### src/rtl/truth_table_scanner_pkg.sv
// Shared types, sizes and helpers for the truth-table scanner.
package truth_table_scanner_pkg;

  localparam int unsigned NUM_VECTORS = 16;
  localparam int unsigned IDX_W       = 4;

  // Y = A*(B+C) + A*C*D reduces to A*(B+C): ones at vectors 10..15.
  localparam logic [NUM_VECTORS-1:0] GOLDEN_TT = 16'hFC00;

  typedef enum logic [2:0] {
    StIdle,
    StApply,
    StSettle,
    StSample,
    StDone
  } state_e;

  // Number of set bits in a 16-bit word (0..16).
  function automatic logic [4:0] popcount16(input logic [NUM_VECTORS-1:0] v);
    logic [4:0] n;
    n = '0;
    for (int i = 0; i < NUM_VECTORS; i++) begin
      n = n + {4'b0, v[i]};
    end
    return n;
  endfunction

  // Index of the lowest set bit; 0 when no bit is set.
  function automatic logic [IDX_W-1:0] lowest_set_idx(input logic [NUM_VECTORS-1:0] v);
    logic [IDX_W-1:0] r;
    r = '0;
    for (int i = NUM_VECTORS - 1; i >= 0; i--) begin
      if (v[i]) begin
        r = IDX_W'(i);
      end
    end
    return r;
  endfunction

endpackage

### src/rtl/truth_table_scanner_bool_eval_core.sv
// Pure combinational evaluator for Y = A*(B+C) + A*C*D, vec = {A,B,C,D}.
module bool_eval_core (
  input  logic [3:0] vec,
  output logic       y
);

  logic a, b, c, d;

  // Unpack the vector with A as the MSB.
  always_comb begin
    {a, b, c, d} = vec;
    y = (a & (b | c)) | (a & c & d);
  end

endmodule

### src/rtl/truth_table_scanner.sv
// Walks all 16 input vectors through the evaluator, captures the truth
// table and compares it against a caller-supplied expected mask.
module truth_table_scanner
  import truth_table_scanner_pkg::*;
#(
  parameter int unsigned SETTLE_CYCLES = 1
) (
  input  logic                   clk,
  input  logic                   rst_n,
  input  logic                   start,
  input  logic                   abort,
  input  logic [NUM_VECTORS-1:0] expected,
  output logic [IDX_W-1:0]       vec_out,
  output logic                   busy,
  output logic                   done,
  output logic [NUM_VECTORS-1:0] table_out,
  output logic                   pass,
  output logic [4:0]             mismatch_count,
  output logic [IDX_W-1:0]       first_fail_idx
);

  localparam logic [3:0] SettleInit = 4'(SETTLE_CYCLES);
  localparam bit         HasSettle  = (SETTLE_CYCLES != 0);

  state_e                 state_q, state_d;
  logic [IDX_W-1:0]       idx_q, idx_d;
  logic [3:0]             settle_q, settle_d;
  logic [NUM_VECTORS-1:0] shadow_q, shadow_d;
  logic [NUM_VECTORS-1:0] exp_q, exp_d;
  logic [NUM_VECTORS-1:0] table_q;
  logic                   pass_q;
  logic [4:0]             mm_q;
  logic [IDX_W-1:0]       ffi_q;
  logic                   commit;
  logic                   y;
  logic [NUM_VECTORS-1:0] diff;

  // The scanner is the only driver of the evaluator inputs.
  bool_eval_core u_eval (
    .vec (idx_q),
    .y   (y)
  );

  // Next-state, index, settle countdown and shadow capture.
  always_comb begin
    state_d  = state_q;
    idx_d    = idx_q;
    settle_d = settle_q;
    shadow_d = shadow_q;
    exp_d    = exp_q;
    commit   = 1'b0;
    unique case (state_q)
      StIdle: begin
        if (start && !abort) begin
          state_d = StApply;
          idx_d   = '0;
          exp_d   = expected;
        end
      end
      StApply: begin
        settle_d = SettleInit;
        state_d  = HasSettle ? StSettle : StSample;
      end
      StSettle: begin
        if (settle_q <= 4'd1) begin
          settle_d = '0;
          state_d  = StSample;
        end else begin
          settle_d = settle_q - 4'd1;
        end
      end
      StSample: begin
        shadow_d[idx_q] = y;
        // Last vector goes to DONE instead of wrapping the index.
        if (idx_q == IDX_W'(NUM_VECTORS - 1)) begin
          state_d = StDone;
          commit  = 1'b1;
        end else begin
          idx_d   = idx_q + 1'b1;
          state_d = StApply;
        end
      end
      StDone: begin
        state_d = StIdle;
      end
      default: begin
        state_d = StIdle;
      end
    endcase
    // Abort overrides everything outside IDLE; an aborted scan commits nothing.
    if (abort && (state_q != StIdle)) begin
      state_d = StIdle;
      commit  = 1'b0;
    end
  end

  // Compare the completed table (including the bit captured this cycle).
  always_comb begin
    diff = shadow_d ^ exp_q;
  end

  // Controller state, index, settle counter, shadow and expected registers.
  always_ff @(posedge clk or negedge rst_n) begin
    if (!rst_n) begin
      state_q  <= StIdle;
      idx_q    <= '0;
      settle_q <= '0;
      shadow_q <= '0;
      exp_q    <= '0;
    end else begin
      state_q  <= state_d;
      idx_q    <= idx_d;
      settle_q <= settle_d;
      shadow_q <= shadow_d;
      exp_q    <= exp_d;
    end
  end

  // Results load on the edge into DONE so they are valid alongside done.
  always_ff @(posedge clk or negedge rst_n) begin
    if (!rst_n) begin
      table_q <= '0;
      pass_q  <= 1'b0;
      mm_q    <= '0;
      ffi_q   <= '0;
    end else if (commit) begin
      table_q <= shadow_d;
      pass_q  <= (diff == '0);
      mm_q    <= popcount16(diff);
      ffi_q   <= lowest_set_idx(diff);
    end
  end

  assign vec_out        = idx_q;
  assign busy           = (state_q != StIdle);
  assign done           = (state_q == StDone);
  assign table_out      = table_q;
  assign pass           = pass_q;
  assign mismatch_count = mm_q;
  assign first_fail_idx = ffi_q;

endmodule

### config.mk
export PLATFORM = sky130hd
export DESIGN_NAME = truth_table_scanner
export DESIGN_NICKNAME = d
export VERILOG_FILES = /design/src/rtl/truth_table_scanner_pkg.sv /design/src/rtl/truth_table_scanner_bool_eval_core.sv /design/src/rtl/truth_table_scanner.sv
export SDC_FILE = /design/constraint.sdc
export NUM_CORES = 1
export LEC_CHECK = 0
export ABC_AREA = 1
export BUFFER_PORTS_ARGS = -buffer_cell sky130_fd_sc_hd__buf_2
export CAP_MARGIN = 20
export CORE_MARGIN = 2
export CORE_UTILIZATION = 25
export CTS_CLUSTER_DIAMETER = 80
export DETAILED_ROUTE_END_ITERATION = 6
export HOLD_SLACK_MARGIN = 0.15
export PLACE_DENSITY = 0.41
export SLEW_MARGIN = 20
export SYNTH_ARGS = -nofsm -noshare
export SYNTH_HDL_FRONTEND = slang
export SYNTH_SLANG_ARGS = --single-unit
export TNS_END_PERCENT = 20
### constraint.sdc
create_clock -name clk -period 7.79 [get_ports clk]
set_clock_uncertainty 0.2 [all_clocks]
set_input_delay 1.9475 -clock clk [delete_from_list [all_inputs] [get_ports clk]]
set_output_delay 1.9475 -clock clk [all_outputs]
set_load 0.005 [all_outputs]
==> run metrics, run 1 <==
status=finished, final reports clean; Cells after Synth=409; Nets=508; GP Congestion=0.847; die area=0.0153 mm²; clock latency on the worst-skew pair=0.34 ns; hold depth=2; final core occ=0.314; synthesized area per cell=8.76 µm²; crit share post-route=0.626; Max-Cap Viols=0; post-CTS resize count=0; total CTS buffers=9; Port Buffers=51; largest net degree at the start of global routing=70; most used cell, CP=fa_1; Clock transition at path regs=0.06 ns; # H-tree levels=3; Post-CTS Setup Bufs=0; Least-Margin Pin Slew=0.915 ns; final hold vios=0; Die Y-Extent=124 µm; RSZ-0062 raised after global routing=false; Horiz. Die Dim=124 µm; initial DRC count=154; critical path's slowest cell=fa_1; Initial Utilization=0.257; sum of negative setup slack=0 ns; Arrival @ worst endpoint=4.89 ns; startpoint class of the critical path=flip-flop; Pleak=2.31 nW; drt drc=0; drt wl/cell=13.4 µm; first-pass GRT wire length=14,000 µm; P&R area growth vs syn=22.1%; Worst R2R Path Depth=16; Synth Register Bits=69; Yosys cell types=35; worst hold path type=flip-flop to flip-flop; Syn. warnings=0; Post-DRT Antenna Nets=0; maximum VDD drop=0.298 mV; Post-Syn Area=0.00358 mm²; Largest stage delay, worst path=0.52 ns; Post-synth ARST share=1.00; top cells by area, synth=dfrtp_1 48%, nand2_1 14%, inv_1 6.0%; crit path cell chain=inv_1 -> ha_1 -> nand2_1 -> o21ai_1 -> xor2_1 -> inv_1 -> fa_1 -> inv_1 -> fa_1 -> fa_1 -> inv_1 -> fa_1 -> ha_1 -> fa_1 -> xnor2_1 -> o21ai_0; cts-stage hold buffer count=0; Slew HR=0.390; Critical Path RT=7.81 ns; clk buf depth=2; GRT Overall Usage=0.124; CTS tree=built; number of synthesized flops with an enable pin=0; grt total ovfl=0; crit path max fanout=7; top cells by instance count after synthesis=130 x nand2_1, 69 x dfrtp_1, 57 x inv_1, 24 x o21ai_0, 16 x nor2_1; CTS sink count=69; vias in the first global route=2,706; ant diodes=0; Ports=52; FP Rows=43; synthesized net count=451; Detailed Route WL=8700 µm; # setup viols final=0; Hold Slack=0.266 ns; post-layout min period=4.87 ns; crit end category=flip-flop; sequential element share of the synthesized area=0.482; Fmax=205 MHz; number of fillers in the final layout=1,483; area leader, netlist=dfrtp_1; top-count cell post-synth=nand2_1; Synth Flop Type=dfrtp_1; vias per cell=4.18; share of cells above drive strength 1=0.197; Synth top area share=0.482; final slew viol count=0; worst setup path class=flip-flop to flip-flop; TritonRoute pass-1 iters=4; root buf cell=clkbuf_16; antenna violations before repair=0; Vias=2,719; total core area=0.0139 mm²; hpwl dp=6520 µm; Cell Pwr Density=437 mW/mm²
-- stage by stage --
stage / power (mW) / setup slack, ns / area, µm² / instances
final: 1.91 / 2.92 / 4380 / 651
after global routing: 2.13 / 2.62 / 4380 / 651
after CTS: 1.96 / 2.89 / 4380 / 651
after detailed placement: 1.50 / 2.87 / 4050 / 635
after global placement: 1.46 / 3.00 / 4050 / 635
after floorplan: 1.25 / 3.23 / 3580 / 409
-- critical path: cells and delay by family (launching register included) --
kind | cells | cell delay [ns]
fa+ha+maj | 7 | 2.84
xor+xnor | 2 | 0.46
flops | 1 | 0.42
buf+inv | 4 | 0.39
compound gates | 2 | 0.35
simple gates | 1 | 0.11
-- cell type report --
cell class | count | area (µm²) | share of cell area
Sequential cell | 69 | 1730 | 0.395
Clock buffer | 12 | 256 | 0.0586
Clock inverter | 4 | 70.1 | 0.0160
Timing Repair Buffer | 54 | 278 | 0.0635
Inverter | 63 | 236 | 0.0540
Tap cell | 180 | 225 | 0.0515
Multi-Input combinational cell | 269 | 1580 | 0.362
-- cells in the final DEF, fill, tap and decap left out, drive strengths merged --
| cell | instances |
|---|---|
| clkbuf | 12 |
| nand4 | 5 |
| o22ai | 1 |
| nand2 | 133 |
| a31oi | 3 |
| nor2 | 21 |
| a2111oi | 1 |
| a21oi | 6 |
| and3 | 1 |
| nor3 | 2 |
| fa | 9 |
| xor2 | 7 |
| a22o | 1 |
| clkinv | 4 |
| buf | 54 |
| a32o | 1 |
| and2 | 2 |
| ha | 13 |
| xnor2 | 9 |
| bufinv | 2 |
| inv | 61 |
| or2 | 2 |
| nand3 | 14 |
| o31ai | 3 |
| a31o | 2 |
| o21ai | 31 |
| nand3b | 2 |
| dfrtp | 69 |
-- per-layer routing --
metal / global-route usage / routed length, µm
met5: 0 / 0
met4: 0.0668 / 218
met3: 0.0279 / 397
met2: 0.188 / 3860
met1: 0.166 / 4220
-- state kept, by name, summed over array words and instances (netlist names) --
name / cells
exp_q: 16
vec_out: 4
first_fail_idx: 4
mismatch_count: 5
shadow_q: 16
pass: 1
state_q: 3
table_out: 16
settle_q: 4
-- worst paths after layout --
check	from	slack, ns	end
max in group asynchronous	rst_n	5.18	table_out[5]
worst min register to register	mismatch_count[0]	0.27	mismatch_count[0]
min in group asynchronous	rst_n	1.63	table_out[10]
worst min-delay path	mismatch_count[0]	0.27	mismatch_count[0]
worst max-delay path	vec_out[1]	2.92	mismatch_count[2]
worst max register to register	vec_out[1]	2.92	mismatch_count[2]
-- power by group --
part           internal, mW  total [mW]  switching, mW
Sequential            0.413       0.462         0.0494
Combinational         0.428       0.995          0.567
Clock                 0.297       0.456          0.159
-- cell families (layout without fill, tap and decap cells) --
family,after synthesis,after routing,share of synthesized area
AOI/OAI and AO/OA,49,49,0.0852
xor gates and xnor gates,16,16,0.0475
adders and majority gates,22,22,0.0956
and+or+nand+nor,182,182,0.214
buffers and inverters,71,133,0.0764
DFF,69,69,0.482
No activity file was read; power rests on OpenSTA's default activity.
==> inputs of run 2 (changes only) <==
- ABC_AREA: 1 -> 0
- clock period: 7.79 -> 4.6 ns (I/O delays scaled with it)
==> run 2 against run 1 <==
Effect of this change: worst hold slack worse by 0.0078 ns; critical endpoint is now mismatch_count[1]; power is 73% higher; maximum frequency is 8.6% higher; combinational power is 77% higher; synthesized area is 7.7% higher; first-iteration DRC count is 34% lower; via count is 11% higher.
==> run metrics, run 2 <==
cts-stage hold buffer count=0; FP Rows=45; root buf cell=clkbuf_16; Synth Area in Simple Gates=0.187; Post-Syn Area=0.00386 mm²; sequential element share of the synthesized area=0.447; top cells by instance count after synthesis=69 x dfrtp_1, 48 x nand2_1, 34 x inv_1, 27 x o21ai_0, 20 x nor2_1; vias in the first global route=3,056; crit share post-route=0.976; first-pass GRT wire length=16,500 µm; Setup WS post-layout=0.111 ns; top cells by area, synth=dfrtp_1 45%, fa_1 4.7%, nand2_1 4.7%; RSZ-0062 raised after global routing=true; Setup crit start=vec_out[0]; Pleak=2.52 nW; CTS tree=built; clk buf depth=2; Clock transition at path regs=0.05 ns; hpwl dp=7540 µm; total power=3.30 mW; routing usage on met1=0.181; CTS sink count=69; sum of negative setup slack=0 ns; die area=0.0165 mm²; startpoint class of the critical path=flip-flop; worst hold path type=flip-flop to flip-flop; Horiz. Die Dim=128 µm; multiplexer area fraction after synthesis=0.0467; Max-Cap Viols=0; initial DRC count=101; Detailed Route WL=10,100 µm; Post-synth ARST share=1.00; Synth Register Bits=69; grt peak-use layer=met2; Critical Path RT=4.63 ns; Die Y-Extent=128 µm; status=finished, final reports clean; area leader, netlist=dfrtp_1; met3 Use GR=0.0367; P&R area growth vs syn=30.1%; Ports=52; commonest non-fill, non-tap cell in the layout=dfrtp_1; synthesized net count=420; xor and xnor fraction of the mapped netlist area=0.0356; vias per cell=4.57; largest net degree at the start of global routing=43; Port Buffers=51; Least-Margin Pin Slew=0.984 ns; most frequent cells in the layout=68 x dfrtp_1, 51 x buf_2, 48 x nand2_1; Post-DRT Antenna Nets=0; ant diodes=0; total core area=0.0151 mm²; crit path to=mismatch_count[1]; Synth Area in Compound Gates=0.140; R2R setup slack=0.11 ns; Yosys cell types=59; final hold vios=0; synthesized area per cell=10.2 µm²; crit path max fanout=4; total CTS buffers=9; # H-tree levels=3; antenna violations before repair=0; Synth top area share=0.447; clock latency on the worst-skew pair=0.34 ns; share of cells above drive strength 1=0.330; GRT Overall Usage=0.133; Worst R2R Path Depth=13; maximum VDD drop=0.497 mV; Syn. warnings=0; final core occ=0.332; number of synthesized flops with an enable pin=0; # setup viols final=0; grt total ovfl=0; Fmax=223 MHz; non-filler cells, final=658; Cells after Synth=378; drt wl/cell=15.3 µm; post-layout min period=4.49 ns; top-count cell post-synth=dfrtp_1; TritonRoute pass-1 iters=4; Post-Synth Adder-Cell Area=0.0888; GP Congestion=0.787; Slew HR=0.344; met2 Use GR=0.205; Nets=508; number of fillers in the final layout=1,578; final slew viol count=0; Cell Pwr Density=658 mW/mm²; crit end category=flip-flop; r2r startpoint=vec_out[0]; Synth Flop Type=dfrtp_1; post-placement cell count=637; reg-to-reg endpoint=mismatch_count[1]; Arrival @ worst endpoint=4.52 ns; Place WS=-0.0883 ns; Initial Utilization=0.255; worst setup path class=flip-flop to flip-flop; drt drc=0; main combinational cell family by area after synthesis=simple AND/OR/NAND/NOR gates; Vias=3,007
==> run 2: cell count changes after synthesis, moves of 6 or more <==
cell / change
inv_1: -23
nand3_1: -10
nand2b_1: +16
mux2_1: +6
o31ai_1: +6
a211oi_1: +6
nand2_1: -82
mux2_2: +10
a21o_1: +6
==> run 2: how the worst min path moves through the flow <==
stage	endpoint	slack, ns	depth (start not counted)	startpoint
after floorplan	shadow_q[14]	0.23	2	shadow_q[14]
after global placement	table_out[15]	0.24	1	table_out[15]
after detailed placement	table_out[15]	0.25	1	table_out[15]
after CTS	table_out[15]	0.27	1	table_out[15]
after global routing	mismatch_count[0]	0.29	2	mismatch_count[0]
final	table_out[15]	0.26	1	table_out[15]
==> run 2: cell type report <==
cell class	instances	area [µm²]	area share
clock inverters	5	100	0.0199
well taps	188	235	0.0468
repair buffers	93	571	0.114
inverters	35	131	0.0262
multi-input cells	258	2030	0.404
flip-flops and latches	69	1730	0.344
clock buffers	10	229	0.0456
==> run 2: worst max-delay path, stage by stage (launching register included) <==
cell	delay, ns
dfrtp_2	0.46
ha_4	0.19
and4b_2	0.27
and4_1	0.22
nor3_4	0.24
fa_1	0.47
fa_1	0.50
fa_2	0.56
inv_2	0.04
fa_2	0.51
ha_2	0.19
fa_2	0.43
nand2_1	0.07
nand2_1	0.04
==> run 2: layer usage <==
| metal | share of wire | vias up |
|---|---|---|
| met5 | 0 | - |
| met4 | 0.014 | 0 |
| met3 | 0.050 | 9 |
| met2 | 0.46 | 54 |
| met1 | 0.48 | 1473 |
| li1 | - | 1471 |
==> run 2: logic make-up (layout without fill, tap and decap cells) <==
kind of cell               Yosys count  after routing
DFF                                 69             69
AOI/OAI and AO/OA                   80             80
adders and majority gates           22             22
buffers and inverters               51            143
xor gates and xnor gates            14             14
muxes                               16             16
and+or+nand+nor                    126            126
==> run 2: timing repair <==
action / CTS / global route
pin swaps: 3 / 5
resized for setup: 4 / 19
endpoints found under the setup margin: 4 / 4
setup buffers: 4 / 2
gates cloned: 0 / 0
==> run 2: power breakdown <==
part | switching (mW) | internal [mW] | leakage [nW] | total [mW]
Clock | 0.260 | 0.524 | 0.162 | 0.785
Sequential | 0.0850 | 0.676 | 0.831 | 0.761
Combinational | 0.863 | 0.896 | 1.52 | 1.76
==> run 2: stage by stage <==
| step | hold WS (ns) | instance area [µm²] |
|---|---|---|
| after floorplan | 0.232 | 3890 |
| after global placement | 0.244 | 4560 |
| after detailed placement | 0.255 | 4560 |
| after CTS | 0.268 | 4940 |
| after global routing | 0.288 | 5020 |
| final | 0.258 | 5020 |
